`src/rtl/ram_ctrl_pkg.sv`:
```
// Shared types and constants for the RAM burst controller and its read buffer.
package ram_ctrl_pkg;

   localparam int unsigned AW_DEF     = 5;
   localparam int unsigned DW_DEF     = 32;
   localparam int unsigned LW_DEF     = 6;

   localparam int unsigned FIFO_DEPTH = 2;
   localparam int unsigned CNT_W      = $clog2(FIFO_DEPTH + 1);

   typedef enum logic [2:0] {
      IDLE  = 3'd0,
      WRITE = 3'd1,
      READ  = 3'd2,
      DRAIN = 3'd3,
      DONE  = 3'd4
   } state_t;

endpackage

```
`src/rtl/rd_fifo2.sv`:
```
// Two-entry synchronous FIFO that buffers RAM read data toward the read stream.
module rd_fifo2
   import ram_ctrl_pkg::*;
#(
   parameter int unsigned DW = DW_DEF
) (
   input  logic             clk,
   input  logic             reset,
   input  logic             push,
   input  logic [DW-1:0]    din,
   input  logic             pop,
   output logic [CNT_W-1:0] count,
   output logic [DW-1:0]    head
);

   logic [DW-1:0] mem [FIFO_DEPTH];
   logic          wr_ptr;
   logic          rd_ptr;
   logic          push_ok;
   logic          pop_ok;

   // A push into a full buffer is only accepted when a pop frees a slot in the same cycle.
   assign pop_ok  = pop && (count != '0);
   assign push_ok = push && ((count != CNT_W'(FIFO_DEPTH)) || pop_ok);

   // Storage, pointers and occupancy.
   always_ff @(posedge clk or posedge reset) begin
      if (reset) begin
         for (int i = 0; i < int'(FIFO_DEPTH); i++) begin
            mem[i] <= '0;
         end
         wr_ptr <= 1'b0;
         rd_ptr <= 1'b0;
         count  <= '0;
      end else begin
         if (push_ok) begin
            mem[wr_ptr] <= din;
            wr_ptr      <= ~wr_ptr;
         end
         if (pop_ok) begin
            rd_ptr <= ~rd_ptr;
         end
         case ({push_ok, pop_ok})
            2'b10:   count <= count + CNT_W'(1);
            2'b01:   count <= count - CNT_W'(1);
            default: count <= count;
         endcase
      end
   end

   // Head word is presented directly from storage so it holds while not popped.
   assign head = mem[rd_ptr];

endmodule

```
`src/rtl/ram_burst_ctrl.sv`:
```
// Burst sequencer for a single-port RAM: turns one command into consecutive
// RAM accesses, fed by a write stream and draining into a buffered read stream.
module ram_burst_ctrl
   import ram_ctrl_pkg::*;
#(
   parameter int unsigned AW = AW_DEF,
   parameter int unsigned DW = DW_DEF,
   parameter int unsigned LW = LW_DEF
) (
   input  logic          clk,
   input  logic          reset,
   input  logic          cmd_valid,
   output logic          cmd_ready,
   input  logic          cmd_wr,
   input  logic [AW-1:0] cmd_addr,
   input  logic [LW-1:0] cmd_len,
   input  logic          wr_valid,
   output logic          wr_ready,
   input  logic [DW-1:0] wr_data,
   output logic          rd_valid,
   input  logic          rd_ready,
   output logic [DW-1:0] rd_data,
   output logic          busy,
   output logic          done,
   output logic          cen,
   output logic          wen,
   output logic [AW-1:0] S_addr,
   output logic [DW-1:0] S_din,
   input  logic [DW-1:0] S_dout
);

   localparam int unsigned OCC_W = CNT_W + 1;

   state_t           state;
   state_t           state_nxt;
   logic [AW-1:0]    addr;
   logic [LW-1:0]    rem;
   logic             inflight;

   logic             load;
   logic             wr_fire;
   logic             issue;
   logic             pop;
   logic [CNT_W-1:0] fifo_count;
   logic [DW-1:0]    fifo_head;
   logic [OCC_W-1:0] occ;
   logic [OCC_W-1:0] cap;

   // Read stream view of the buffer.
   assign rd_valid = (fifo_count != '0);
   assign rd_data  = fifo_head;
   assign pop      = rd_valid && rd_ready;

   // Buffered plus in-flight words must fit; a same-cycle pop frees one slot,
   // which keeps one read per cycle flowing while the consumer is ready.
   assign occ = OCC_W'(fifo_count) + OCC_W'(inflight);
   assign cap = OCC_W'(FIFO_DEPTH) + OCC_W'(pop);

   // State register.
   always_ff @(posedge clk or posedge reset) begin
      if (reset) begin
         state <= IDLE;
      end else begin
         state <= state_nxt;
      end
   end

   // Next state, handshakes and RAM strobes.
   always_comb begin
      state_nxt = state;
      cmd_ready = 1'b0;
      wr_ready  = 1'b0;
      busy      = (state != IDLE);
      done      = 1'b0;
      cen       = 1'b0;
      wen       = 1'b0;
      S_addr    = '0;
      S_din     = '0;
      load      = 1'b0;
      wr_fire   = 1'b0;
      issue     = 1'b0;

      case (state)
         IDLE: begin
            cmd_ready = 1'b1;
            if (cmd_valid) begin
               load = 1'b1;
               if (cmd_len == '0) begin
                  state_nxt = DONE;
               end else if (cmd_wr) begin
                  state_nxt = WRITE;
               end else begin
                  state_nxt = READ;
               end
            end
         end

         WRITE: begin
            wr_ready = 1'b1;
            if (wr_valid) begin
               wr_fire = 1'b1;
               cen     = 1'b1;
               wen     = 1'b1;
               S_addr  = addr;
               S_din   = wr_data;
               if (rem == LW'(1)) begin
                  state_nxt = DONE;
               end
            end
         end

         READ: begin
            if ((occ < cap) && (rem != '0)) begin
               issue  = 1'b1;
               cen    = 1'b1;
               S_addr = addr;
               if (rem == LW'(1)) begin
                  state_nxt = DRAIN;
               end
            end
         end

         DRAIN: begin
            if (!inflight && (fifo_count == '0)) begin
               state_nxt = DONE;
            end
         end

         DONE: begin
            done      = 1'b1;
            state_nxt = IDLE;
         end

         default: begin
            state_nxt = IDLE;
         end
      endcase
   end

   // Burst address/length counters and read-in-flight flag.
   always_ff @(posedge clk or posedge reset) begin
      if (reset) begin
         addr     <= '0;
         rem      <= '0;
         inflight <= 1'b0;
      end else begin
         inflight <= issue;
         if (load) begin
            addr <= cmd_addr;
            rem  <= cmd_len;
         end else if (wr_fire || issue) begin
            addr <= addr + AW'(1);
            rem  <= rem - LW'(1);
         end
      end
   end

   // RAM output is only valid the cycle after a read strobe, so it is pushed unconditionally then.
   rd_fifo2 #(
      .DW (DW)
   ) u_rd_fifo (
      .clk   (clk),
      .reset (reset),
      .push  (inflight),
      .din   (S_dout),
      .pop   (pop),
      .count (fifo_count),
      .head  (fifo_head)
   );

endmodule

```
`config.mk`:
```
export PLATFORM = sky130hd
export DESIGN_NAME = ram_burst_ctrl
export DESIGN_NICKNAME = d
export VERILOG_FILES = /design/src/rtl/ram_ctrl_pkg.sv /design/src/rtl/rd_fifo2.sv /design/src/rtl/ram_burst_ctrl.sv
export SDC_FILE = /design/constraint.sdc
export NUM_CORES = 1
export LEC_CHECK = 0
export ABC_AREA = 1
export BUFFER_PORTS_ARGS = -buffer_cell sky130_fd_sc_hd__clkbuf_2
export CAP_MARGIN = 10
export CORE_ASPECT_RATIO = 0.7
export CORE_MARGIN = 10
export CORE_UTILIZATION = 54
export DETAILED_ROUTE_END_ITERATION = 10
export PLACE_DENSITY = 0.85
export SKIP_LAST_GASP = 1
export SLEW_MARGIN = 25
export SYNTH_ARGS = -nofsm -noshare
export SYNTH_HDL_FRONTEND = slang
export SYNTH_SLANG_ARGS = --single-unit
```
`constraint.sdc`:
```
create_clock -name clk -period 3.4 [get_ports clk]
set_input_delay 0 -clock clk [delete_from_list [all_inputs] [get_ports clk]]
set_output_delay 0 -clock clk [all_outputs]
set_load 0.02 [all_outputs]
```
# Yosys cells after proc, flatten, opt, wreduce, memory -nomap -nowiden
# Index checks and enable logic that the tools add are counted.
[classes] addsub=6 n_mul=0 div_mod_pow=0 order_cmp=4 eq_ne=14 n_shift=0 muxes=35 n_bitwise=4 reduce_logical=18
[ops] op="$mux W32" count=6
[ops] op="$bwmux W64" count=1
[ops] op="$demux W32 S1" count=1
[ops] op="$mux W3" count=7
[ops] op="$mux W5" count=4
[ops] op="$ne A2 B2 Y1 const B" count=7
[ops] op="$mux W6" count=2
[ops] op="$pmux W3 S4" count=1
[ops] op="$pmux W5 S2" count=1
[ops] op="$mux W1" count=9
[ops] op="$eq A3 B2 Y1 const B" count=2
[ops] op="$eq A6 B1 Y1 const B" count=1
[ops] op="$logic_and A1 B1 Y1" count=6
[ops] op="$logic_not A6 Y1" count=1
[ops] op="$reduce_and A6 Y1" count=1
[ops] op="$reduce_bool A2 Y1" count=3
[ops] op="$reduce_bool A6 Y1" count=1
[ops] op="$sub A6 B1 Y6 const B" count=1
[ops] op="$add A5 B1 Y5 const B" count=1
[ops] op="$ge A2 B2 Y1 const B" count=2
[ops] op="$not A1 Y2" count=2
[ops] op="$pmux W2 S2" count=1
[ops] op="$add A2 B1 Y3" count=1
[ops] op="$add A2 B1 Y3 const A" count=1
[ops] op="16 further kinds" count=18
[totals] regBits=83 latchBits=0 ram_bits=0 mem_bits_ro=0 out_inout_bits=76 word_cells=90 memories=0

# Depth between registers and ports, before layout
[logic_depth] ltp_word=10 ltp_mapped=10 depth_no_buf=10

# Modules after synthesis
# From an unflattened synthesis, not the netlist that was laid out.
[hier_totals] cells_unflattened=668 hier_area_um2=4800.9
[by_module_without_submodules] mod="rd_fifo2" n_inst=1 cells_per_inst=414 area_each_um2=3288.2 seq_area_each_um2=1701.6
[by_module_without_submodules] mod="ram_burst_ctrl" n_inst=1 cells_per_inst=254 area_each_um2=1512.7 seq_area_each_um2=375.4

# Least setup slack after synthesis
# OpenSTA, ideal clock, no wires.
[synth_timing] kind="register to output" from="reg state[2]" to="out S_addr[0]" t_arrival_ns=1.809 setup_slack_ns=1.591 stages_incl_launch_ff=8 cell_sequence="dfrtp_1 -> inv_1 -> nand2_1 -> nor2_1 -> nand2_1 -> nand2_1 -> inv_1 -> nor2_1"
[synth_between] elab_chain_cells=2
[synth_lines] element="from (decl)" line_no="ram_burst_ctrl.sv:34" source="state_t state;"
[synth_lines] element="from (signal assigned)" line_no="ram_burst_ctrl.sv:64" source="state <= state_nxt;"
[synth_lines] element="$eq A3 B2 Y1 / $eq A3 B1 Y1 (equally long branches)" line_no="ram_burst_ctrl.sv:83" source="case (state)"
[synth_lines] element="$pmux W5 S2 *" line_no="ram_burst_ctrl.sv:83"
[synth_lines] element="to (decl)" line_no="ram_burst_ctrl.sv:27" source="output logic [AW-1:0] S_addr,"
# Mark *: on every way between the ends. The rest lies on a longest branch, timed or not.

# Worst setup path in the final report
[layout_timing] from="reg inflight" to="out S_addr[1]"
[layout_between] elab_chain_cells=5
[layout_lines] element="from (decl)" line_no="ram_burst_ctrl.sv:38" source="logic inflight;"
[layout_lines] element="from (signal assigned)" line_no="ram_burst_ctrl.sv:147" source="inflight <= issue;"
[layout_lines] element="$add A2 B1 Y3" line_no="ram_burst_ctrl.sv:56" source="assign occ = OCC_W'(fifo_count) + OCC_W'(inflight);"
[layout_lines] element="$lt A3 B3 Y1" line_no="ram_burst_ctrl.sv:113" source="if ((occ < cap) && (rem != '0)) begin"
[layout_lines] element="$logic_and A1 B1 Y1" line_no="ram_burst_ctrl.sv:113"
[layout_lines] element="$mux W5" line_no="ram_burst_ctrl.sv:113"
[layout_lines] element="$pmux W5 S2" line_no="ram_burst_ctrl.sv:83"
# Every way passes these cells.

==> flow_summary_export.csv <==
group,metric,value,unit
logic_synthesis,ys_ff_latch,83,
logic_synthesis,synth-edff-count,0,
global_route,grtUsageTotal,20.5,%
timing,holdWs,0.0604,ns
routing,via_count,4153,
pwr,ir_drop,0.477,mV
critical_path,worstSetupStartpointType,"flip-flop",
clock_network,cts_buffers,9,
critical_path,critical_path_peak_fanout,14,
finish,antenna_cells,0,
logic_synthesis,avgSynthCellArea,8.37,um2
pwr,power.density,924,nW/um2
logic_synthesis,synthDistinctLibCells,27,
timing,tns,0,ns
logic_synthesis,syn_nets,622,
finish,area_growth,35.6,%
clock_network,clkSinkCount,83,
logic_synthesis,synth_cells,535,
timing,post-route-period-util,69.8,%
worst_hold_path,hold_class,"in2reg",
logic_synthesis,yosysWarnings,0,
finish,stdcell_count,833,
floorplanning,dieArea,12400,um2
floorplanning,core,7970,um2
global_route,grt_max_degree,66,
logic_synthesis,synthSimpleGateAreaFrac,20.9,%
routing,ant_nets,0,
floorplanning,ios,157,
routing,drt_iter0_drc,278,
routing,totalWireLength,12500,um
logic_synthesis,synthAdderAreaFrac,1.68,%
global_route,grt_pass1_wl,20400,um
routing,vias_per_cell,4.99,
pwr,internal-power,3.22,mW
critical_path,rrSetupSlack,1.20,ns
global_route,overflow,0,
routing,first_pass_iters,5,
timing,fin_skew,0.00428,ns
finish,fin_area,6080,um2
pwr,p_leak,3.45,nW
timing,finalHoldViolations,0,
clock_network,htree_levels,3,
timing,clock.fmax,422,MHz
placement,dp.cells,772,
routing,drc_errors,0,
critical_path,arrival,2.37,ns
clock_network,path_clk_slew,0.06,ns
pwr,p_seq_share,31.2,%
logic_synthesis,synth-compound-area-share,10.6,%
timing,layout_min_cycle_time,2.37,ns
pwr,p_clk_share,19.9,%
global_route,antenna_found_initial,0,
timing,drv_slew,0,
critical_path,cp.required,3.40,ns
floorplanning,die_y,96.2,um
critical_path,r2r-end,"addr[0]$_DFFE_PP0P_",
logic_synthesis,synth_top_area_cell,"dfrtp_1",
logic_synthesis,ys_seq_area_share,46.4,%
pwr,finalPower,5.62,mW
floorplanning,rows,27,
placement,gp_congestion,0.816,
finish,fin_nets,814,
clock_network,clockBufferDepth,2,
critical_path,end_kind,"output port",
logic_synthesis,ys.flop_type,"dfrtp_1",
clock_network,insertion_delay,0.34,ns
logic_synthesis,ys_async_sr_fraction,100,%
clock_network,clock-root-buffer,"clkbuf_16",
pwr,power_switching,2.40,mW
placement,dp_hpwl,8760,um
worst_hold_path,hold_path_depth,5,
clock_network,cts_tree,"yes",
worst_hold_path,holdPathEnd,"state[0]$_DFFE_PP0P_",
logic_synthesis,synth_mux_area_share,8.04,%
placement,place_area,5280,um2
logic_synthesis,synth_xor_area_share,1.76,%
flow_run,max_cap_violations,0,
timing,worst_slew_pin_slew,0.937,ns
timing,setup_violations,0,
timing,maxSlewHeadroom,37.5,%
clock_network,post_cts_buffers,0,
logic_synthesis,synth.most_common_cell,"nand2_1",
logic_synthesis,ys_top_cells_by_count,"nand2_1, inv_1, dfrtp_1",
placement,io_buffers,156,
floorplanning,die_x,129,um
critical_path,timing.rr.start,"inflight$_DFF_PP0_",
logic_synthesis,synth_top_area_share,46.4,%
routing,wl_per_cell,15.0,um
logic_synthesis,synth_top_family_by_area,"simple AND/OR/NAND/NOR gates",
logic_synthesis,synth_area_leaders,"dfrtp_1, nand2_1, mux2_2",
logic_synthesis,netlist_area,4480,um2
critical_path,critPathKind,"reg2out",
floorplanning,start_util,56.2,%
timing,rsz0062_at_grt,"false",
outcome,outcome,"finished, final reports clean",
worst_hold_path,hold_start,"cmd_wr",
pwr,power_frac_comb,49.0,%
pwr,netSwitchingFraction,42.7,%
finish,drive_gt1_share,35.7,%
critical_path,reg2reg_depth,7,
global_route,grt_pass1_vias,4179,
metrics by stage:
step,setup slack [ns],utilization [%]
2_1_floorplan,1.26,-
3_3_place_gp,1.34,66.3
3_5_place_dp,1.25,66.3
4_1_cts,1.02,76.2
5_1_grt,0.864,76.2
6_report,1.03,76.2
per-layer routing:
metal / vias to the layer above / track usage, % / routed length (um)
met3: 23 / 5.71 / 607
met1: 1973 / 22.6 / 4860
met5: - / 0 / 0
met4: 0 / 7.08 / 265
li1: 2050 / - / -
met2: 107 / 37.6 / 6770
cell families (layout without fill, tap and decap cells):
logic type | count (synthesis) | in the layout
multiplexers | 32 | 32
XOR/XNOR | 9 | 9
flip-flops | 83 | 83
AND/OR/NAND/NOR | 214 | 214
buffers and inverters | 114 | 311
adder cells (fa/ha/maj) | 6 | 6
AO/OA/AOI/OAI | 77 | 77
power by group through the flow:
stage	Combinational [mW]	Sequential (mW)	Clock, mW
after floorplan	2.08	1.64	0
after global placement	2.61	1.72	0
after detailed placement	2.69	1.75	0
after CTS	2.75	1.75	1.13
after global routing	3.05	1.81	1.17
final	2.75	1.75	1.12
area by class of cell:
class	count	area, um2
Multi-Input combinational cell	338	1930
Clock inverter	5	100
Sequential cell	83	2080
Clock buffer	11	243
Tap cell	101	126
Inverter	89	335
Fill cell	553	1900
Timing Repair Buffer	206	1270
worst max-delay path, stage by stage (launching register included):
cell and delay, ns:
dfrtp_1 0.43, ha_1 0.23, ha_1 0.27, nand2_1 0.09
nand3_1 0.40, nand2_1 0.22, inv_1 0.11, nor2_1 0.10
clkbuf_2 0.18
how the worst max path moves through the flow:
stage,from,endpoint,slack [ns],cells past startpoint
after detailed placement,inflight$_DFF_PP0_,addr[4]$_DFFE_PP0P_,1.25,7
after global routing,inflight$_DFF_PP0_,S_addr[0],0.86,8
after global placement,inflight$_DFF_PP0_,addr[3]$_DFFE_PP0P_,1.34,7
after floorplan,reset,addr[0]$_DFFE_PP0P_,1.26,1
final,inflight$_DFF_PP0_,S_addr[1],1.03,8
after CTS,inflight$_DFF_PP0_,S_addr[1],1.02,8
repair_timing:
| action | CTS | global route |
|---|---|---|
| endpoints found under the setup margin | 0 | 0 |
| hold buffers | 45 | 0 |
| hold endpoints to repair | 125 | 0 |
| resized for setup | 0 | 0 |
cells in the final DEF (no fill, tap or decap), drive strengths merged:
master | Yosys | final
buf | 9 | 5
dlygate4sd3 | 0 | 45
o21ai | 75 | 75
nor2 | 53 | 53
bufinv | 0 | 3
dfrtp | 83 | 83
nor3 | 1 | 1
nand2 | 133 | 133
nand4 | 11 | 11
o21a | 1 | 1
inv | 89 | 88
ha | 6 | 6
xnor2 | 6 | 6
or2 | 1 | 1
clkinv | 0 | 3
clkbuf | 16 | 167
nand3b | 1 | 1
nand3 | 14 | 14
mux2 | 32 | 32
xor2 | 3 | 3
a21oi | 1 | 1
registers in the layout (all words and copies together), names as in the netlist:
register / flops
rem: 6
u_rd_fifo.count: 2
addr: 5
inflight: 1
u_rd_fifo.wr_ptr: 1
u_rd_fifo.rd_ptr: 1
state: 3
u_rd_fifo.mem: 64
No activity file was read; power rests on OpenSTA's default activity.
